$ cat config.mk
export PLATFORM = sky130hd
export DESIGN_NAME = bcd_countdown_timer_flat
export DESIGN_NICKNAME = d
export VERILOG_FILES = /design/src/rtl/bcd_countdown_timer_pkg.sv /design/src/rtl/bcd_countdown_timer_if.sv /design/src/rtl/bcd_countdown_timer_sub_digit.sv /design/src/rtl/bcd_countdown_timer.sv /design/src/flat_wrapper.sv
export SDC_FILE = /design/constraint.sdc
export NUM_CORES = 1
export LEC_CHECK = 0
export CORE_MARGIN = 3
export CORE_UTILIZATION = 25
export DETAILED_ROUTE_END_ITERATION = 8
export HOLD_SLACK_MARGIN = 0.06
export PLACE_DENSITY_LB_ADDON = 0.3
export SETUP_SLACK_MARGIN = 0.2
export SYNTH_ARGS = -nofsm -noshare
export SYNTH_HDL_FRONTEND = slang
export SYNTH_HIERARCHICAL = 1
export SYNTH_SLANG_ARGS = --single-unit
$ cat constraint.sdc
create_clock -name clk -period 7.4 [get_ports clk]
set_clock_uncertainty 0.1 [all_clocks]
set_input_delay 1.48 -clock clk [delete_from_list [all_inputs] [get_ports clk]]
set_output_delay 1.48 -clock clk [all_outputs]
set_load 0.05 [all_outputs]
$ cat src/rtl/bcd_countdown_timer_pkg.sv
//------------------------------------------------------------------------------
// Module   : bcd_countdown_pkg
// Purpose  : Shared types, constants and helpers for the BCD countdown timer.
//            Holds the FSM state encoding, the BCD digit type, the digit
//            constants and the digit clamp function.
// Ports    : none (package)
// Options  : TIMER_PENALTY_EN (used by the interface and top, not here)
// Revision : 1.0 - initial release
//------------------------------------------------------------------------------
`default_nettype none

package bcd_countdown_pkg;

  typedef enum logic [1:0] {
    ST_IDLE    = 2'd0,
    ST_RUN     = 2'd1,
    ST_PAUSED  = 2'd2,
    ST_EXPIRED = 2'd3
  } state_t;

  typedef logic [3:0] bcd_digit_t;

  localparam bcd_digit_t BCD_NINE = 4'd9;
  localparam bcd_digit_t BCD_ZERO = 4'd0;

  // Non-decimal nibbles (A..F) are forced to 9 so the datapath only ever
  // holds legal BCD.
  function automatic bcd_digit_t bcd_clamp(input bcd_digit_t d);
    return (d > BCD_NINE) ? BCD_NINE : d;
  endfunction

endpackage

`default_nettype wire

$ cat src/rtl/bcd_countdown_timer_if.sv
//------------------------------------------------------------------------------
// Module   : bcd_countdown_timer_if
// Purpose  : Control/status bundle of the BCD countdown timer.
// Ports    : load_val, start, stop, pause, sec_tick, [strike] -> timer
//            value, running, expired, done               <- timer
//            master modport = controller side, slave modport = timer side.
// Options  : TIMER_PENALTY_EN adds the strike signal.
// Revision : 1.0 - initial release
//------------------------------------------------------------------------------
`default_nettype none

interface bcd_countdown_timer_if #(
  parameter int NUM_DIGITS = 3
);

  logic [4*NUM_DIGITS-1:0] load_val;
  logic                    start;
  logic                    stop;
  logic                    pause;
  logic                    sec_tick;
`ifdef TIMER_PENALTY_EN
  logic                    strike;
`endif
  logic [4*NUM_DIGITS-1:0] value;
  logic                    running;
  logic                    expired;
  logic                    done;

`ifdef TIMER_PENALTY_EN
  modport master (
    output load_val, start, stop, pause, sec_tick, strike,
    input  value, running, expired, done
  );
  modport slave (
    input  load_val, start, stop, pause, sec_tick, strike,
    output value, running, expired, done
  );
`else
  modport master (
    output load_val, start, stop, pause, sec_tick,
    input  value, running, expired, done
  );
  modport slave (
    input  load_val, start, stop, pause, sec_tick,
    output value, running, expired, done
  );
`endif

endinterface

`default_nettype wire

$ cat src/rtl/bcd_countdown_timer_sub_digit.sv
//------------------------------------------------------------------------------
// Module   : bcd_sub_digit
// Purpose  : One BCD digit of a ripple subtractor: o_diff = i_a - i_b - i_borrow
//            with decimal correction.
// Ports    : i_a      minuend digit (0..9)
//            i_b      subtrahend digit (0..9)
//            i_borrow borrow from the lower digit
//            o_diff   result digit (0..9)
//            o_borrow borrow to the upper digit
// Options  : none
// Revision : 1.0 - initial release
//------------------------------------------------------------------------------
`default_nettype none

module bcd_sub_digit
  import bcd_countdown_pkg::*;
(
  input  bcd_digit_t i_a,
  input  bcd_digit_t i_b,
  input  logic       i_borrow,
  output bcd_digit_t o_diff,
  output logic       o_borrow
);

  logic [4:0] w_raw;

  // Range of the raw difference is -10..9; bit 4 is the sign.
  assign w_raw    = {1'b0, i_a} - {1'b0, i_b} - {4'b0000, i_borrow};
  assign o_borrow = w_raw[4];
  // Negative result: adding 10 modulo 16 to the low nibble yields the digit.
  assign o_diff   = w_raw[4] ? (w_raw[3:0] + 4'd10) : w_raw[3:0];

endmodule

`default_nettype wire

$ cat src/rtl/bcd_countdown_timer.sv
//------------------------------------------------------------------------------
// Module   : bcd_countdown_timer
// Purpose  : Multi-digit BCD countdown timer with pause, stop and optional
//            strike penalty. Counts down one per sec_tick and flags expiry.
// Ports    : clk    clock, rising edge
//            reset  synchronous, active-low
//            bus    bcd_countdown_timer_if.slave (load_val, start, stop, pause,
//                   sec_tick, [strike] in; value, running, expired, done out)
// Options  : TIMER_PENALTY_EN - strike subtracts PENALTY_BCD (plus 1 when a
//            tick coincides), saturating at zero.
// Revision : 1.0 - initial release
//------------------------------------------------------------------------------
`default_nettype none

module bcd_countdown_timer
  import bcd_countdown_pkg::*;
#(
  parameter int                      NUM_DIGITS  = 3,
  parameter logic [4*NUM_DIGITS-1:0] PENALTY_BCD = 'h010
) (
  input  wire                          clk,
  input  wire                          reset,
  bcd_countdown_timer_if.slave         bus
);

  localparam int W = 4 * NUM_DIGITS;

  state_t         r_state;
  state_t         w_state_nxt;
  logic [W-1:0]   r_value;
  logic [W-1:0]   w_value_nxt;
  logic           r_expired;
  logic           w_expired_nxt;

  logic [W-1:0]   w_load;        // clamped load value
  logic [W-1:0]   w_sub;         // subtrahend fed to the digit chain
  logic [W-1:0]   w_diff;        // chain result
  logic [NUM_DIGITS:0] w_borrow;
  logic           w_event;       // something in RUN wants to subtract
  logic           w_hit_zero;    // subtraction reaches or passes zero

  // Load clamp and subtractor chain, one slice per digit.
  genvar gi;
  generate
    for (gi = 0; gi < NUM_DIGITS; gi++) begin : g_digit
      assign w_load[4*gi +: 4] = bcd_clamp(bus.load_val[4*gi +: 4]);

      bcd_sub_digit u_sub (
        .i_a      (r_value[4*gi +: 4]),
        .i_b      (w_sub[4*gi +: 4]),
        .i_borrow (w_borrow[gi]),
        .o_diff   (w_diff[4*gi +: 4]),
        .o_borrow (w_borrow[gi+1])
      );
    end
  endgenerate

`ifdef TIMER_PENALTY_EN
  // Strike puts the penalty on the subtrahend, the tick rides in as the
  // initial borrow, so strike+tick subtracts PENALTY_BCD + 1 in one pass.
  assign w_sub       = bus.strike ? PENALTY_BCD : {W{1'b0}};
  assign w_borrow[0] = bus.sec_tick;
  assign w_event     = bus.sec_tick | bus.strike;
`else
  // No strike: the chain only ever subtracts 1; PENALTY_BCD is masked off.
  assign w_sub       = PENALTY_BCD & {W{1'b0}};
  assign w_borrow[0] = 1'b1;
  assign w_event     = bus.sec_tick;
`endif

  // A final borrow means the result went negative; saturate to zero.
  assign w_hit_zero = w_borrow[NUM_DIGITS] || (w_diff == {W{1'b0}});

  always_ff @(posedge clk) begin
    if (!reset) begin
      r_state   <= ST_IDLE;
      r_value   <= {W{1'b0}};
      r_expired <= 1'b0;
    end else begin
      r_state   <= w_state_nxt;
      r_value   <= w_value_nxt;
      r_expired <= w_expired_nxt;
    end
  end

  always_comb begin
    w_state_nxt   = r_state;
    w_value_nxt   = r_value;
    w_expired_nxt = 1'b0;

    case (r_state)
      ST_IDLE, ST_EXPIRED: begin
        w_value_nxt = {W{1'b0}};
        if (bus.start) begin
          if (w_load == {W{1'b0}}) begin
            w_state_nxt   = ST_EXPIRED;
            w_expired_nxt = 1'b1;
          end else begin
            w_state_nxt = ST_RUN;
            w_value_nxt = w_load;
          end
        end else if (bus.stop) begin
          w_state_nxt = ST_IDLE;
        end
      end

      ST_RUN: begin
        if (bus.stop) begin
          w_state_nxt = ST_IDLE;
          w_value_nxt = {W{1'b0}};
        end else if (bus.pause) begin
          w_state_nxt = ST_PAUSED;
        end else if (w_event) begin
          if (w_hit_zero) begin
            w_state_nxt   = ST_EXPIRED;
            w_value_nxt   = {W{1'b0}};
            w_expired_nxt = 1'b1;
          end else begin
            w_value_nxt = w_diff;
          end
        end
      end

      ST_PAUSED: begin
        if (bus.stop) begin
          w_state_nxt = ST_IDLE;
          w_value_nxt = {W{1'b0}};
        end else if (!bus.pause) begin
          w_state_nxt = ST_RUN;
        end
      end

      default: begin
        w_state_nxt = ST_IDLE;
        w_value_nxt = {W{1'b0}};
      end
    endcase
  end

  assign bus.value   = r_value;
  assign bus.running = (r_state == ST_RUN);
  assign bus.expired = r_expired;
  assign bus.done    = (r_state == ST_EXPIRED);

endmodule

`default_nettype wire

$ cat src/flat_wrapper.sv
// flat-port wrapper written by rule: the top's interface ports become plain ports
module bcd_countdown_timer_flat import bcd_countdown_pkg::*;
#(
  parameter int                      NUM_DIGITS  = 3,
  parameter logic [4*NUM_DIGITS-1:0] PENALTY_BCD = 'h010
)
  (clk, reset, bus_load_val, bus_start, bus_stop, bus_pause, bus_sec_tick, bus_value, bus_running, bus_expired, bus_done);
  bcd_countdown_timer_if #(.NUM_DIGITS(NUM_DIGITS)) bus_i ();
  input  wire clk;
  input  wire reset;
  input wire logic [$bits(bus_i.load_val)-1:0] bus_load_val;
  input wire logic [$bits(bus_i.start)-1:0] bus_start;
  input wire logic [$bits(bus_i.stop)-1:0] bus_stop;
  input wire logic [$bits(bus_i.pause)-1:0] bus_pause;
  input wire logic [$bits(bus_i.sec_tick)-1:0] bus_sec_tick;
  output wire logic [$bits(bus_i.value)-1:0] bus_value;
  output wire logic [$bits(bus_i.running)-1:0] bus_running;
  output wire logic [$bits(bus_i.expired)-1:0] bus_expired;
  output wire logic [$bits(bus_i.done)-1:0] bus_done;
  assign bus_i.load_val = bus_load_val;
  assign bus_i.start = bus_start;
  assign bus_i.stop = bus_stop;
  assign bus_i.pause = bus_pause;
  assign bus_i.sec_tick = bus_sec_tick;
  assign bus_value = bus_i.value;
  assign bus_running = bus_i.running;
  assign bus_expired = bus_i.expired;
  assign bus_done = bus_i.done;
  bcd_countdown_timer #(.NUM_DIGITS(NUM_DIGITS), .PENALTY_BCD(PENALTY_BCD)) u_core (.clk(clk), .reset(reset), .bus(bus_i));
endmodule
# [Yosys cells after proc, flatten, opt, wreduce, memory -nomap -nowiden]
# Index checks and enable logic that the tools add are counted.
[word_totals] inputBits=18 ff_bits=15 word_cells=60
[classes] n_lt_le_gt_ge=3 reduce_logical=7 eq_ne=10 muxes=31 addsub=6
[ops] operator="$mux W12" n=7
[ops] operator="$pmux W12 S3" n=1
[ops] operator="$logic_not A12 Y1" n=2
[ops] operator="$mux W4" n=6
[ops] operator="$mux W2" n=9
[ops] operator="$add A4 B4 Y4 const B" n=3
[ops] operator="$gt A4 B4 Y1 const B" n=3
[ops] operator="$ne A3 B3 Y1 const B" n=4
[ops] operator="$sub A4 B1 Y5" n=2
[ops] operator="$mux W1" n=6
[ops] operator="$pmux W2 S3" n=1
[ops] operator="$sub A4 B1 Y5 const B" n=1
[ops] operator="$eq A2 B2 Y1 const B" n=2
[ops] operator="$ne A4 B3 Y1 const B" n=1
[ops] operator="$ne A4 B4 Y1 const B" n=1
[ops] operator="$reduce_and A4 Y1" n=1
[ops] operator="$reduce_and A3 Y1" n=1
[ops] operator="$eq A2 B1 Y1 const B" n=1
[ops] operator="$logic_not A2 Y1" n=1
[ops] operator="$ne A2 B2 Y1 const B" n=1
[ops] operator="$pmux W1 S2" n=1
[ops] operator="$reduce_or A2 Y1" n=1
[ops] operator="$logic_or A1 B1 Y1" n=1

# [Depth between registers and ports, before layout]
# Gate-level depths: netlist (run 1).
[logic_depth] word_depth=12 ltp_mapped=28

# [By module]
# Netlist (run 1), hierarchy kept.
[modules_own_cells] mod="bcd_countdown_timer" area_each_um2=869.6 cells_each=103 n_inst=1 seq_area_each_um2=300.3
[modules_own_cells] mod="bcd_sub_digit" area_each_um2=274.0 cells_each=32 n_inst=3 seq_area_each_um2=0.0

# [Worst setup path after synthesis (run 1)]
# Ideal clock, no wire load.
[synth_path] path_kind="register to register" from="reg u_core.r_value[0] (netlist: u_core/bus.value[0])" to="reg u_core.r_state[1]" slack_ps=1084 t_arrival_ps=6100 stages_incl_launch_ff=26 path_cell_list="dfxtp_1 fa_1 fa_1 nand2b_1 a211o_1 and2_4 inv_1 inv_1 fa_1 fa_1 nand2b_1 a211o_1 and2_4 inv_1 inv_1 fa_1 fa_1 nand2b_1 a211o_1 and2_4 mux2_4 nor4_1 a31oi_1 a21oi_1 o221ai_1 o211a_1"
[synth_via] elab_chain_len=9 elab_cells_between_ends=13 classes_between="add/sub: 6; eq/ne: 1; mux: 3; reduce/logical: 3"
[synth_lines] element="start: declaration" line="bcd_countdown_timer.sv:30" rtl="logic [W-1:0] r_value;"
[synth_lines] element="start signal: assignment" line="bcd_countdown_timer.sv:77" rtl="r_value <= {W{1'b0}};"
[synth_lines] element="start signal: assignment" line="bcd_countdown_timer.sv:81" rtl="r_value <= w_value_nxt;"
[synth_lines] element="$sub A4 B1 Y5 (*)" line="bcd_countdown_timer_sub_digit.sv:28" rtl="assign w_raw = {1'b0, i_a} - {1'b0, i_b} - {4'b0000, i_borrow};"
[synth_lines] element="net u_core.w_borrow[1]" line="bcd_countdown_timer.sv:38" rtl="logic [NUM_DIGITS:0] w_borrow;"
[synth_lines] element="$sub A4 B1 Y5 (*)" line="bcd_countdown_timer_sub_digit.sv:28"
[synth_lines] element="net u_core.w_borrow[2]" line="bcd_countdown_timer.sv:38"
[synth_lines] element="$sub A4 B1 Y5 (*)" line="bcd_countdown_timer_sub_digit.sv:28"
[synth_lines] element="$add A4 B4 Y4" line="bcd_countdown_timer_sub_digit.sv:31" rtl="assign o_diff = w_raw[4] ? (w_raw[3:0] + 4'd10) : w_raw[3:0];"
[synth_lines] element="$mux W4 (*)" line="bcd_countdown_timer_sub_digit.sv:31"
[synth_lines] element="net u_core.w_diff[10]" line="bcd_countdown_timer.sv:37" rtl="logic [W-1:0] w_diff;"
[synth_lines] element="$logic_not A12 Y1 (*)" line="bcd_countdown_timer.sv:72" rtl="assign w_hit_zero = w_borrow[NUM_DIGITS] || (w_diff == {W{1'b0}});"
[synth_lines] element="$logic_or A1 B1 Y1 (*)" line="bcd_countdown_timer.sv:72"
[synth_lines] element="$ne A4 B3 Y1 (no source line) (*)"
[synth_lines] element="$reduce_and A4 Y1 (no source line) (*)"
[synth_lines] element="end signal: assignment" line="bcd_countdown_timer.sv:80" rtl="r_state <= w_state_nxt;"
[synth_lines] element="end: declaration" line="bcd_countdown_timer.sv:28" rtl="state_t r_state;"
# Mark *: on every way through the listed nets, which the timed path passes. The rest lies on a longest branch.
# A chain may end at the register's enable or synchronous reset.

# [Final worst setup path (run 1)]
# Same ends and word-level chain as after synthesis.

==> results by group, run 1 <==
Synthesis
  – Ys Warns: 6
  – Ys async rst share: 0%
  – Syn Area/Cell: 8.50 um^2
  – Distinct cells, synth: 35
  – Synth top area cells: ha_1 18%, dfxtp_1 18%, fa_1 7.1%
  – Synth top area share: 18.5%
  – Yosys reg bits: 15
  – Post-synth top flop: dfxtp_1
  – Number of synthesized flops with an enable pin: 0
  – Seq/Total Area, Yosys: 17.8%
  – Cells after Synth: 199
  – Cell Area, Synth: 1690 um^2
  – Synth area leader: ha_1

Clocking
  – CTS resizes: 0
  – Clk_lat worst skew: 0.24 ns
  – TritonCTS buffer count: 3
  – Maximum root-to-sink buffer count: 2
  – Root Driver: clkbuf_8
  – CTS tree: built
  – Hold_buf cts: 0
  – Postcts setup bufs: 0
  – Clk pin slew, worst setup/hold paths: 0.06 ns
  – Sink Count: 15
  – H-tree depth: 1

Placed design
  – Placed cell area: 2120 um^2
  – Port Buffers: 32
  – Hpwl dp: 3.09 mm
  – GP Congestion: 0.773

Timing
  – Final Hold Violating Endpoints: 0
  – Minimum clock period: 6.52 ns
  – Hold slack final: 0.430 ns
  – Worst-margin pin slew: 0.814 ns
  – RSZ-0062 raised after global routing: no
  – Final slew viol count: 0
  – Slew headroom: 45.8%
  – Fin crit share: 88.2%
  – # setup viols final: 0
  – Setup TNS: 0 ns
  – Fmax: 153 MHz

Floorplanning
  – Area of the die: 7790 um^2
  – Die X: 88.3 um
  – Die H: 88.3 um
  – Top Ports: 33
  – Core area: 6460 um^2
  – Core Rows: 29
  – Initial Util: 26.2%

Power
  – Worst IR Drop VDD: 81.9 uV
  – Total leakage power: 0.997 nW
  – Pwr per Cell Area: 216 nW/um^2

Flow run
  – MaxCap Viol Count: 0

GRT
  – Initial antenna violation count: 0
  – Vias in the first global route: 1,432
  – Largest net degree at the start of global routing: 25
  – Remaining Overflow, GRT: 0
  – Tot GR Track Use: 10.3%
  – Global-route wire length before repair: 6.40 mm

Critical path
  – CP Max Fanout: 3
  – Setup crit start: u_core/bus.value[0]
  – CP Buf/Inv Count: 4
  – Worst path required time: 7.44 ns
  – Crit path max-delay family: adder cells
  – FF-to-FF Start: u_core/bus.value[0]
  – Worst path most repeated cell: fa_1
  – Crit Path Class: reg -> reg
  – Crit end category: flip-flop
  – Critical R2R Capture: u_core/r_state[1]
  – Worst reg-to-reg setup slack: 0.88 ns
  – R2R depth: 25
  – Slowest cell on the critical path: fa_1
  – Arrival @ worst endpoint: 6.57 ns
  – Crit-path max cell delay: 0.47 ns
  – Crit path launch type: flip-flop

Finish
  – Layout Nets: 290
  – Commonest cells after routing, fill and taps aside: 32 x clkdlybuf4s50_1, 32 x inv_1, 25 x ha_1
  – Antenna diode count: 0
  – Post-layout instance area: 2170 um^2
  – Layout cells sized above 1: 4.17%
  – Fill count: 693
  – Area growth syn-to-layout: 28.1%

Routing
  – WL per Instance: 12.3 um
  – Final ANT Viol Nets: 0
  – First-iteration detailed-routing DRC count: 63
  – DRC errors left: 0
  – Vias/cell: 4.59
  – DR pass1 iterations: 4
  – Vias: 1,456
  – Final WL: 3.90 mm

Worst hold path
  – Hold depth: 1
  – Worst Hold Launch: u_core/bus.value[3]
  – Hold crit path type: reg -> reg
  – Hold EP: u_core/bus.value[3]

Outcome
  – Outcome: complete, no violations
==> synth_stat cells (2+ instances only) <==
library cell,count
o21a_1,3
and2_4,3
nand2_1,10
fa_1,6
a211o_1,3
nand2b_1,6
o21ai_1,4
a31oi_1,5
nor4_1,6
conb_1,2
xor2_1,6
a22oi_1,5
o211a_1,9
clkbuf_1,2
o21ai_0,6
xnor2_1,9
nand3_1,4
a21oi_1,10
buf_2,4
dfxtp_1,15
nand3b_1,3
mux2_4,3
nor2_1,2
ha_1,25
and2_1,4
a32oi_1,4
inv_1,32
==> flip-flops by register name (all words and copies together) (netlist names) <==
| signal | count |
|---|---|
| u_core/bus.value | 12 |
| u_core/r_state | 2 |
| u_core/bus.expired | 1 |
==> worst max-delay path by stage <==
stage,end,slack (ns),cells past startpoint
5_1_grt,u_core/r_state[1],0.52,25
3_5_place_dp,u_core/r_state[1],0.88,25
6_report,u_core/r_state[1],0.88,25
3_3_place_gp,u_core/r_state[1],0.93,25
4_1_cts,u_core/r_state[1],0.86,25
2_1_floorplan,u_core/r_state[1],1.08,25
==> report_power, final <==
group / internal [W] / leakage, nW / total, W / switching, W
registers: 0.0000905 / 0.123 / 0.000101 / 0.0000109
clock network: 0.0000381 / 0.0228 / 0.0000675 / 0.0000294
logic: 0.000135 / 0.851 / 0.000299 / 0.000164
==> through the flow <==
stage | utilization, % | setup slack [ns] | power [W] | std cells
detailed placement | 32.9 | 0.879 | 0.000399 | 313
CTS | 33.6 | 0.865 | 0.000472 | 317
floorplan | - | 1.08 | 0.000333 | 210
global placement | 32.9 | 0.935 | 0.000400 | 313
global route | 33.6 | 0.519 | 0.000511 | 317
finish | 33.6 | 0.876 | 0.000468 | 317
==> kinds of logic after synthesis <==
logic type | after synthesis | synth area share (%)
simple gates | 42 | 14.6
compound gates | 53 | 22.5
flops | 15 | 17.8
xor+xnor | 15 | 7.77
other cells | 2 | 0.444
fa+ha+maj | 31 | 25.6
mux | 3 | 2.66
buf+inv | 38 | 8.73
==> layer usage <==
layer  part of all wire (%)  vias up  GRT usage, %
li1                       -      769             -
met1                     53      655          14.6
met2                     42       30          16.4
met3                    4.4        2          2.61
met4                   0.23        0         0.824
met5                      0        -             0
==> area by class of cell <==
| cell class | count | area (um^2) | share of cell area [%] |
|---|---|---|---|
| well taps | 77 | 96.3 | 4.45 |
| multi-input cells | 157 | 1280 | 59.3 |
| clock buffers | 4 | 45.0 | 2.08 |
| flip-flops and latches | 15 | 300 | 13.9 |
| inverters | 32 | 120 | 5.54 |
| repair buffers | 32 | 320 | 14.8 |
Note: power is estimated with default switching activity, not from simulation.
==> inputs of run 2 (changes only) <==
clock period = 7.7 ns   (was 7.4 ns; I/O delays follow)
==> results by group, run 2 (same netlist as run 1, synthesis figures left out) <==
Routing
  – DRC errors left: 0 (unchanged)
  – Final WL: 3.90 mm (about the same)
  – DR pass1 iterations: 5 (was 4)
  – First-iteration detailed-routing DRC count: 64 (was 63)
  – Final ANT Viol Nets: 0 (unchanged)
  – WL per Instance: 12.3 um (about the same)
  – Vias: 1,474 (was 1,456)
  – Vias/cell: 4.65 (was 4.59)

Finish
  – Layout cells sized above 1: 4.58% (was 4.17%)
  – Area growth syn-to-layout: 28.2% (was 28.1%)
  – Max reg flops: 12 (unchanged)
  – Post-layout instance area: 2170 um^2 (about the same)
  – Commonest cells after routing, fill and taps aside: 32 x clkdlybuf4s50_1, 32 x inv_1, 25 x ha_1 (unchanged)
  – Layout Nets: 290 (unchanged)
  – Antenna diode count: 0 (unchanged)

Power
  – Pwr per Cell Area: 208 nW/um^2 (was 216 nW/um^2)
  – P_int: 0.000252 W (was 0.000264 W)
  – Sequential share of power: 21.6% (was 21.7%)
  – Logic gate share of total power: 63.6% (was 63.9%)
  – Sw Ratio: 44.0% (was 43.7%)
  – Total leakage power: 0.999 nW (was 0.997 nW)
  – Worst IR Drop VDD: 81.9 uV (about the same)
  – Switch Pwr: 0.000199 W (was 0.000204 W)
  – Clk network pwr share: 14.8% (was 14.4%)

Placed design
  – Placed cell area: 2120 um^2 (unchanged)
  – GP Congestion: 0.726 (was 0.773)
  – Port Buffers: 32 (unchanged)
  – Hpwl dp: 3.18 mm (was 3.09 mm)

Clocking
  – H-tree depth: 1 (unchanged)
  – Sink Count: 15 (unchanged)
  – Maximum root-to-sink buffer count: 2 (unchanged)
  – TritonCTS buffer count: 3 (unchanged)
  – Postcts setup bufs: 0 (unchanged)
  – Clk_lat worst skew: 0.25 ns (was 0.24 ns)
  – Hold_buf cts: 0 (unchanged)
  – Root Driver: clkbuf_8 (unchanged)
  – CTS resizes: 0 (unchanged)
  – Clk pin slew, worst setup/hold paths: 0.07 ns (was 0.06 ns)
  – CTS tree: built (unchanged)

Critical path
  – Slowest cell on the critical path: fa_1 (unchanged)
  – Worst path required time: 7.75 ns (was 7.44 ns)
  – Crit path max-delay family: adder cells (unchanged)
  – CP Buf/Inv Count: 4 (unchanged)
  – Arrival @ worst endpoint: 6.59 ns (was 6.57 ns)
  – Worst path most repeated cell: fa_1 (unchanged)
  – Crit end category: flip-flop (unchanged)
  – CP Max Fanout: 3 (unchanged)
  – Crit path launch type: flip-flop (unchanged)
  – Crit Path Class: reg -> reg (unchanged)
  – Crit-path max cell delay: 0.47 ns (about the same)

GRT
  – Initial antenna violation count: 0 (unchanged)
  – Remaining Overflow, GRT: 0 (unchanged)
  – Largest net degree at the start of global routing: 25 (unchanged)
  – Global-route wire length before repair: 6.84 mm (was 6.40 mm)
  – Vias in the first global route: 1,461 (was 1,432)
  – Tot GR Track Use: 11.0% (was 10.3%)

Timing
  – Final Hold Violating Endpoints: 0 (unchanged)
  – Slew headroom: 46.6% (was 45.8%)
  – Final slew viol count: 0 (unchanged)
  – Hold slack final: 0.424 ns (was 0.430 ns)
  – Fmax: 153 MHz (about the same)
  – Fin crit share: 84.9% (was 88.2%)
  – # setup viols final: 0 (unchanged)
  – Worst-margin pin slew: 0.801 ns (was 0.814 ns)
  – RSZ-0062 raised after global routing: no (unchanged)
  – Minimum clock period: 6.54 ns (was 6.52 ns)
  – Setup TNS: 0 ns (unchanged)

Flow run
  – MaxCap Viol Count: 0 (unchanged)

Floorplanning
  – Die H: 88.3 um (unchanged)
  – Area of the die: 7790 um^2 (unchanged)
  – Core Rows: 29 (unchanged)
  – Initial Util: 26.2% (unchanged)
  – Die X: 88.3 um (unchanged)
  – Core area: 6460 um^2 (unchanged)
  – Top Ports: 33 (unchanged)

Outcome
  – Outcome: complete, no violations (unchanged)

Worst hold path
  – Hold crit path type: reg -> reg (unchanged)
-- run 2: changes by cell type in the layout (fill, tap and decap cells not counted), sizes merged --
| cell | previous run | this run |
|---|---|---|
| clkbuf | 4 | 3 |
| clkinv | 0 | 1 |
-- run 2: cell type report --
class                      count  area, um^2
fill                         695        4290
multi-input combinational    157        1280
timing repair buffer          32         320
sequential                    15         300
inverter                      32         120
tap                           77        96.3
clock buffer                   3        41.3
clock inverter                 1        5.00
-- run 2: routing by layer --
metal	vias up	share of wire (%)	GRT usage [%]
met5	-	0	0
met4	0	0.23	0.824
met3	2	5.3	3.07
met2	32	45	17.1
met1	678	50	16.0
li1	762	-	-
-- run 2: path summary, 6_finish.rpt --
kind | start | end | slack (ns) | cells after the start
setup / recovery | u_core/bus.value[0] | u_core/r_state[1] | 1.16 | 25
hold / removal | u_core/bus.value[7] | u_core/bus.value[7] | 0.42 | 1
setup reg to reg | u_core/bus.value[0] | u_core/r_state[1] | 1.16 | 25
hold reg to reg | u_core/bus.value[7] | u_core/bus.value[7] | 0.42 | 1
-- run 2: power by group through the flow --
stage                     Combinational (W)  Sequential, W  Clock [W]
after CTS                          0.000287      0.0000980  0.0000702
after floorplan                    0.000196       0.000124          0
after global placement             0.000282      0.0000998          0
final                              0.000287      0.0000975  0.0000667
after global routing               0.000323      0.0000999  0.0000753
after detailed placement           0.000286      0.0000997          0
-- run 2: worst reg2reg max path, delay by kind of cell (launching register included) --
kind            cells  cell delay, ns
flops               1            0.34
compound gates      7            1.67
mux                 1            0.30
fa+ha+maj           6            2.53
buf+inv             4            0.18
simple gates        7            1.31
-- run 2: stage by stage --
| stage | power, W | worst slack [ns] | instances | util [%] |
|---|---|---|---|---|
| 2_1_floorplan | 0.000320 | 1.38 | 210 | - |
| 3_3_place_gp | 0.000382 | 1.22 | 313 | 32.9 |
| 3_5_place_dp | 0.000385 | 1.16 | 313 | 32.9 |
| 4_1_cts | 0.000455 | 1.14 | 317 | 33.6 |
| 5_1_grt | 0.000499 | 0.821 | 317 | 33.6 |
| 6_report | 0.000451 | 1.16 | 317 | 33.6 |
